[src/rtl/pipeline_hazard_ctrl.sv]
// pipeline_hazard_ctrl: stall/flush/bubble/forwarding control for a five-stage RV32 pipeline
// Ports: clk_i/rst_n_i clock and async active-low reset; id_* decoded ID-stage instruction;
//   ex_redirect_i taken control transfer in EX; mem_ready_i MEM access completes;
//   if/id/mem stall, id flush and ex bubble controls; fwd_a/b_sel_o EX operand sources
//   (00 regfile, 01 MEM, 10 WB); stall_cnt_o saturating stall-cycle count.
module pipeline_hazard_ctrl #(
  parameter int STALL_CNT_W = 16
) (
  input  logic                   clk_i,
  input  logic                   rst_n_i,
  input  logic                   id_valid_i,
  input  logic [6:0]             id_opcode_i,
  input  logic [4:0]             id_rs1_i,
  input  logic [4:0]             id_rs2_i,
  input  logic [4:0]             id_rd_i,
  input  logic                   ex_redirect_i,
  input  logic                   mem_ready_i,
  output logic                   if_stall_o,
  output logic                   id_stall_o,
  output logic                   id_flush_o,
  output logic                   ex_bubble_o,
  output logic                   mem_stall_o,
  output logic [1:0]             fwd_a_sel_o,
  output logic [1:0]             fwd_b_sel_o,
  output logic [STALL_CNT_W-1:0] stall_cnt_o
);
  localparam logic [6:0] OP_LUI    = 7'b0110111;
  localparam logic [6:0] OP_AUIPC  = 7'b0010111;
  localparam logic [6:0] OP_JAL    = 7'b1101111;
  localparam logic [6:0] OP_RTYPE  = 7'b0110011;
  localparam logic [6:0] OP_STORE  = 7'b0100011;
  localparam logic [6:0] OP_BRANCH = 7'b1100011;
  localparam logic [6:0] OP_LOAD   = 7'b0000011;
  logic uses_rs1, uses_rs2, writes_rd, is_load, is_mem;
  logic ex_v, ex_wr, ex_ld, ex_mem;
  logic [4:0] ex_rd, ex_rs1, ex_rs2;
  logic mem_v, mem_wr, mem_ld, mem_mem;
  logic [4:0] mem_rd;
  logic wb_v, wb_wr;
  logic [4:0] wb_rd;
  logic ex_src, mem_fwd, wb_src;
  logic mem_stall, redirect, load_use;
  assign uses_rs1  = !(id_opcode_i inside {OP_LUI, OP_AUIPC, OP_JAL});
  assign uses_rs2  = id_opcode_i inside {OP_RTYPE, OP_STORE, OP_BRANCH};
  assign writes_rd = !(id_opcode_i inside {OP_STORE, OP_BRANCH});
  assign is_load   = id_opcode_i == OP_LOAD;
  assign is_mem    = is_load | (id_opcode_i == OP_STORE);
  // x0 is never a hazard source; a load in MEM has no result yet, so it cannot forward from MEM
  assign ex_src  = ex_v & ex_wr & (ex_rd != 5'd0);
  assign mem_fwd = mem_v & mem_wr & (mem_rd != 5'd0) & ~mem_ld;
  assign wb_src  = wb_v & wb_wr & (wb_rd != 5'd0);
  assign mem_stall = mem_v & mem_mem & ~mem_ready_i;
  assign redirect  = ~mem_stall & ex_redirect_i;
  assign load_use  = ~mem_stall & ~redirect & id_valid_i & ex_src & ex_ld &
                     ((uses_rs1 & (ex_rd == id_rs1_i)) | (uses_rs2 & (ex_rd == id_rs2_i)));
  assign if_stall_o  = mem_stall | load_use;
  assign id_stall_o  = mem_stall | load_use;
  assign id_flush_o  = redirect;
  assign ex_bubble_o = redirect | load_use;
  assign mem_stall_o = mem_stall;
  assign fwd_a_sel_o = !ex_v ? 2'b00 : (mem_fwd & (mem_rd == ex_rs1)) ? 2'b01 :
                       (wb_src & (wb_rd == ex_rs1)) ? 2'b10 : 2'b00;
  assign fwd_b_sel_o = !ex_v ? 2'b00 : (mem_fwd & (mem_rd == ex_rs2)) ? 2'b01 :
                       (wb_src & (wb_rd == ex_rs2)) ? 2'b10 : 2'b00;
  always_ff @(posedge clk_i or negedge rst_n_i) begin
    if (!rst_n_i) begin
      ex_v <= 1'b0; ex_wr <= 1'b0; ex_ld <= 1'b0; ex_mem <= 1'b0;
      ex_rd <= '0; ex_rs1 <= '0; ex_rs2 <= '0;
      mem_v <= 1'b0; mem_wr <= 1'b0; mem_ld <= 1'b0; mem_mem <= 1'b0; mem_rd <= '0;
      wb_v <= 1'b0; wb_wr <= 1'b0; wb_rd <= '0;
    end else if (!mem_stall) begin
      wb_v    <= mem_v;
      wb_wr   <= mem_wr;
      wb_rd   <= mem_rd;
      mem_v   <= ex_v;
      mem_wr  <= ex_wr;
      mem_ld  <= ex_ld;
      mem_mem <= ex_mem;
      mem_rd  <= ex_rd;
      ex_v    <= id_valid_i & ~ex_bubble_o;
      ex_wr   <= writes_rd;
      ex_ld   <= is_load;
      ex_mem  <= is_mem;
      ex_rd   <= id_rd_i;
      ex_rs1  <= id_rs1_i;
      ex_rs2  <= id_rs2_i;
    end
  end
  always_ff @(posedge clk_i or negedge rst_n_i) begin
    if (!rst_n_i) stall_cnt_o <= '0;
    else if (if_stall_o && !(&stall_cnt_o)) stall_cnt_o <= stall_cnt_o + STALL_CNT_W'(1);
  end
endmodule

[config.mk]
export PLATFORM = sky130hd
export DESIGN_NAME = pipeline_hazard_ctrl
export DESIGN_NICKNAME = d
export VERILOG_FILES = /design/src/rtl/pipeline_hazard_ctrl.sv
export SDC_FILE = /design/constraint.sdc
export NUM_CORES = 1
export LEC_CHECK = 0
export CAP_MARGIN = 0
export CORE_MARGIN = 5
export CORE_UTILIZATION = 63
export DETAILED_ROUTE_END_ITERATION = 12
export DONT_BUFFER_PORTS = 1
export PLACE_DENSITY = 0.88
export SKIP_CTS_REPAIR_TIMING = 1
export SLEW_MARGIN = 20
export SYNTH_ARGS = -nofsm -noshare
export SYNTH_HDL_FRONTEND = slang
export SYNTH_SLANG_ARGS = --single-unit
[constraint.sdc]
create_clock -name clk_i -period 2.3 [get_ports clk_i]
set_input_delay 0.23 -clock clk_i [delete_from_list [all_inputs] [get_ports clk_i]]
set_output_delay 0.23 -clock clk_i [all_outputs]
set_load 0.02 [all_outputs]
; Yosys cells after proc, flatten, opt, wreduce, memory -nomap -nowiden
; Index checks and enable logic that the tools add are counted.
[classes]
addsub = 1
n_eq_ne = 13
n_mux = 6
bitwise = 31
reduce_logical = 11
[ops]
columns = operator, n
row1 = == test 5 bit, 6
row2 = bitwise AND 1 bit, 22
row3 = == test 7 x 6 -> 1 bit (second input constant), 3
row4 = adder 16 x 1 -> 16 bit (second input constant), 1
row5 = AND reduction 16 bit, 1
row6 = nonzero test 5 bit, 3
row7 = == test 7 bit (second input constant), 2
row8 = 2-to-1 mux 2 bit, 6
row9 = == test 7 x 2 -> 1 bit (second input constant), 1
row10 = == test 7 x 5 -> 1 bit (second input constant), 1
row11 = nonzero test 3 bit, 2
row12 = inverter 1 bit, 5
row13 = OR 1 bit, 4
row14 = logical NOT 1 bit, 3
row15 = nonzero test 2 bit, 1
row16 = logical AND 1 bit, 1
[totals]
register_bits = 51
elab_cells = 78

; Logic depth before layout (Yosys ltp)
[logic_depth]
depth_word = 13
depth_mapped = 8
mapped_depth_nobuf = 6

; Least setup slack after synthesis
; OpenSTA, ideal clock, no wires.
[synth_path]
path_kind = register to output
start = register ex_rd[1]
end = output port if_stall_o
arrival_ns = 2.011
required_ns = 2.070
path_slack_ns = 0.059
stages_incl_launch_ff = 8
path_cell_list = dfrtp_1 or4_4 o211ai_2 nor4_2 a211oi_4 buf_6 inv_1 buf_4
[synth_via]
elab_chain_cells = 6
[synth_rtl]
columns = element, line_no
row1 = from (decl), 36  ; logic [4:0] ex_rd, ex_rs1, ex_rs2;
row2 = from (signal assigned), 84  ; ex_rd <= id_rd_i;
row3 = nonzero test 5 bit, 49  ; assign ex_src = ex_v & ex_wr & (ex_rd != 5'd0);
row4 = bitwise AND 1 bit, 49
row5 = bitwise AND 1 bit (2 in series), 54  ; assign load_use = ~mem_stall & ~redirect & id_valid_i & ex_src & ex_ld &
row6 = bitwise AND 1 bit (*), 54
row7 = OR 1 bit (*), -
row8 = to (decl), 18  ; output logic if_stall_o,
; Mark *: on every way between the ends. The rest lies on a longest branch, timed or not.

; Worst setup path in the final report
[layout_path]
start = register ex_rd[1]
end = output port id_stall_o
[layout_via]
elab_chain_cells = 6
[layout_rtl]
columns = element, line_no
row1 = nonzero test 5 bit, 49
row2 = bitwise AND 1 bit, 49
row3 = bitwise AND 1 bit (2 in series), 54
row4 = bitwise AND 1 bit (*), 54
row5 = OR 1 bit (*), 57  ; assign id_stall_o = mem_stall | load_use;
row6 = to (decl), 19  ; output logic id_stall_o,
; Marks and branches as above.

==> flow_summary.json <==
{
  "outcome": "complete, but fails checks",
  "violations": "setup timing",
  "slew_headroom": 0.7255,
  "finalWeightedCongestion": 0.8684,
  "setup_viol": 2,
  "dr.pass1.iters": 4,
  "yosys_warnings": 0,
  "ant_nets": 0,
  "place_area_um2": 2753,
  "netlist_area_um2": 2653,
  "fill_cells": 256,
  "die_w_um": 74.89,
  "grt_max_degree": 52,
  "worstSkewPairLatency_ns": 0.31,
  "worstPathMaxFanout": 5,
  "met1Wirelength_mm": 2.578,
  "hold_slack_ns": 0.01357,
  "utilization": 0.7705,
  "avgRoutedWirePerCell_um": 17.20,
  "highest_layer": "met4",
  "hp-class": "primary input to register",
  "dpl.cell_count": 338,
  "dp_slack_ns": 0.07242,
  "clockRootBuffer": "clkbuf_8",
  "finalInstanceArea_um2": 3104,
  "antenna_cells": 0,
  "antenna_found_initial": 0,
  "multi_input_area_um2": 1366,
  "h-tree-depth": 2,
  "synth_area_per_cell_um2": 9.307,
  "vias": 2138,
  "setup_ws_ns": -0.02041,
  "cts_tree": "yes",
  "critPathRequiredTime_ns": 2.07,
  "ys_seq_area_frac": 0.4811,
  "drtIter0Drc": 169,
  "wl_mm": 6.243,
  "p_leak_nw": 1.471,
  "numCtsBuffers": 5,
  "synth_seq_cells": 51,
  "period_share": 1.009,
  "grt_pass1_wl_mm": 9.639,
  "fin_crit_ns": 2.320,
  "numClockSinks": 51,
  "synth_async_sr_flop_share": 1.000,
  "rsz0062_at_grt": "yes",
  "dpl.hpwl_mm": 4.079,
  "yosysTopAreaCell": "dfrtp_1",
  "dieArea_um2": 5608,
  "start_util": 0.6584,
  "core_um2": 4029,
  "rows": 23,
  "power_mw": 1.853,
  "drc": 0,
  "ioPinCount": 52,
  "syn_to_final_growth_pct": 17.03,
  "ys.flop_type": "dfrtp_1",
  "setup.worst_path.class": "register to output port",
  "port_buffers": 0,
  "wl_met2_mm": 3.029,
  "synth_edf_count": 0,
  "tightestPinTransition_ns": 0.4079,
  "clk_path_buf_depth": 2,
  "drv_slew": 0,
  "via_per_inst": 5.890,
  "met3_length_um": 555,
  "fin_cells": 363,
  "seqCellArea_um2": 1281,
  "cp-start-kind": "register",
  "clk_pin_slew_worst_paths_ns": 0.09,
  "finClkSkew_ns": 0.01052,
  "fmax_mhz": 431.0,
  "grt-ovfl-total": 0,
  "end_kind": "output port",
  "drive_gt1_frac": 0.1757,
  "synthCells": 285,
  "first_global_vias": 1981,
  "synth_area_leaders": "dfrtp_1 (48%), nand2_1 (14%), xor2_1 (7.9%)",
  "synth_top_area_frac": 0.4811,
  "powerDensity_nw_per_um2": 597.0,
  "fin_setup_tns_ns": -0.04058,
  "hold_viol": 0,
  "grt_util_all_layers": 0.2269,
  "max-cap-violations": 0,
  "ir_drop_uv": 511.0,
  "fin_nets": 340,
  "worstPathArrival_ns": 2.09,
  "yosysUniqueCellTypes": 46,
  "syn_nets": 313,
  "fp.dieH_um": 74.89
}
==> per-layer routing <==
metal / GRT usage / vias to the layer above
met4: 0.04545 / 0
met2: 0.3491 / 86
met3: 0.07076 / 9
met5: 0 / -
li1: - / 1004
met1: 0.3210 / 1039
==> critical path: stages (launching register included) <==
cell	delay, ns
dfrtp_2	0.44
or4_4	0.55
o211ai_4	0.22
nor4_4	0.06
a211oi_4	0.29
inv_2	0.07
buf_6	0.15
==> final cells by class <==
type | count | area share
clock buffers | 5 | 0.02217
clock inverters | 3 | 0.02177
inverters | 3 | 0.003628
multi-input cells | 222 | 0.4401
flip-flops and latches | 51 | 0.4127
well taps | 50 | 0.02015
repair buffers | 29 | 0.07940
==> report_power, final <==
| group | total (mW) | leakage [nW] | switching (mW) | internal, mW |
|---|---|---|---|---|
| logic | 0.158 | 0.775 | 0.0798 | 0.0785 |
| registers | 0.967 | 0.631 | 0.0409 | 0.926 |
| clock network | 0.728 | 0.0644 | 0.295 | 0.434 |
==> logic make-up after synthesis <==
group           synth area share
compound gates           0.04812
xor+xnor                  0.1321
buf+inv                  0.02406
mux                      0.01698
fa+ha+maj               0.004716
simple gates              0.2929
flops                     0.4811
==> sequential cells by signal (all words and copies together), names as in the netlist <==
name and count:
stall_cnt_o 16, ex_rd 5, ex_rs1 5, ex_rs2 5, mem_rd 5, wb_rd 5
ex_ld 1, ex_mem 1, ex_v 1, ex_wr 1, mem_ld 1, mem_mem 1
mem_v 1, mem_wr 1, wb_v 1, wb_wr 1
==> cell usage in the layout, fill, tap and decap left out, types with 3 or more instances in the layout <==
master      n
xor2_1     24
xnor2_1    14
clkbuf_8    5
mux2_1      4
nand2b_1    4
or4_1       3
dfrtp_1    47
and3_1      3
nor2_1      7
nand3_1    12
nor4_1      5
nand2_1   100
and2_1      3
nor3_1      5
buf_4      25
dfrtp_2     4
==> worst paths after layout <==
check / slack, ns / to / cells after the start / startpoint
hold reg to reg: 0.47 / mem_mem / 1 / ex_mem
hold / removal: 0.01 / ex_ld / 1 / id_opcode_i[6]
setup reg to reg: 0.01 / stall_cnt_o[12] / 8 / ex_rd[0]
setup / recovery: -0.02 / id_stall_o / 6 / ex_rd[1]
min in group asynchronous: 0.42 / mem_rd[4] / 2 / rst_n_i
max in group asynchronous: 1.66 / ex_v / 2 / rst_n_i
==> synth_stat cells, drive strengths merged (4+ instances only) <==
cell type and number:
nand2 100, nand3 12, xnor2 16, nand2b 4, clkbuf 6, nor4 9, nor3 5, dfrtp 51
mux2 4, nor2 9, xor2 24, or4 4
Power figures use the tool's default switching activity.
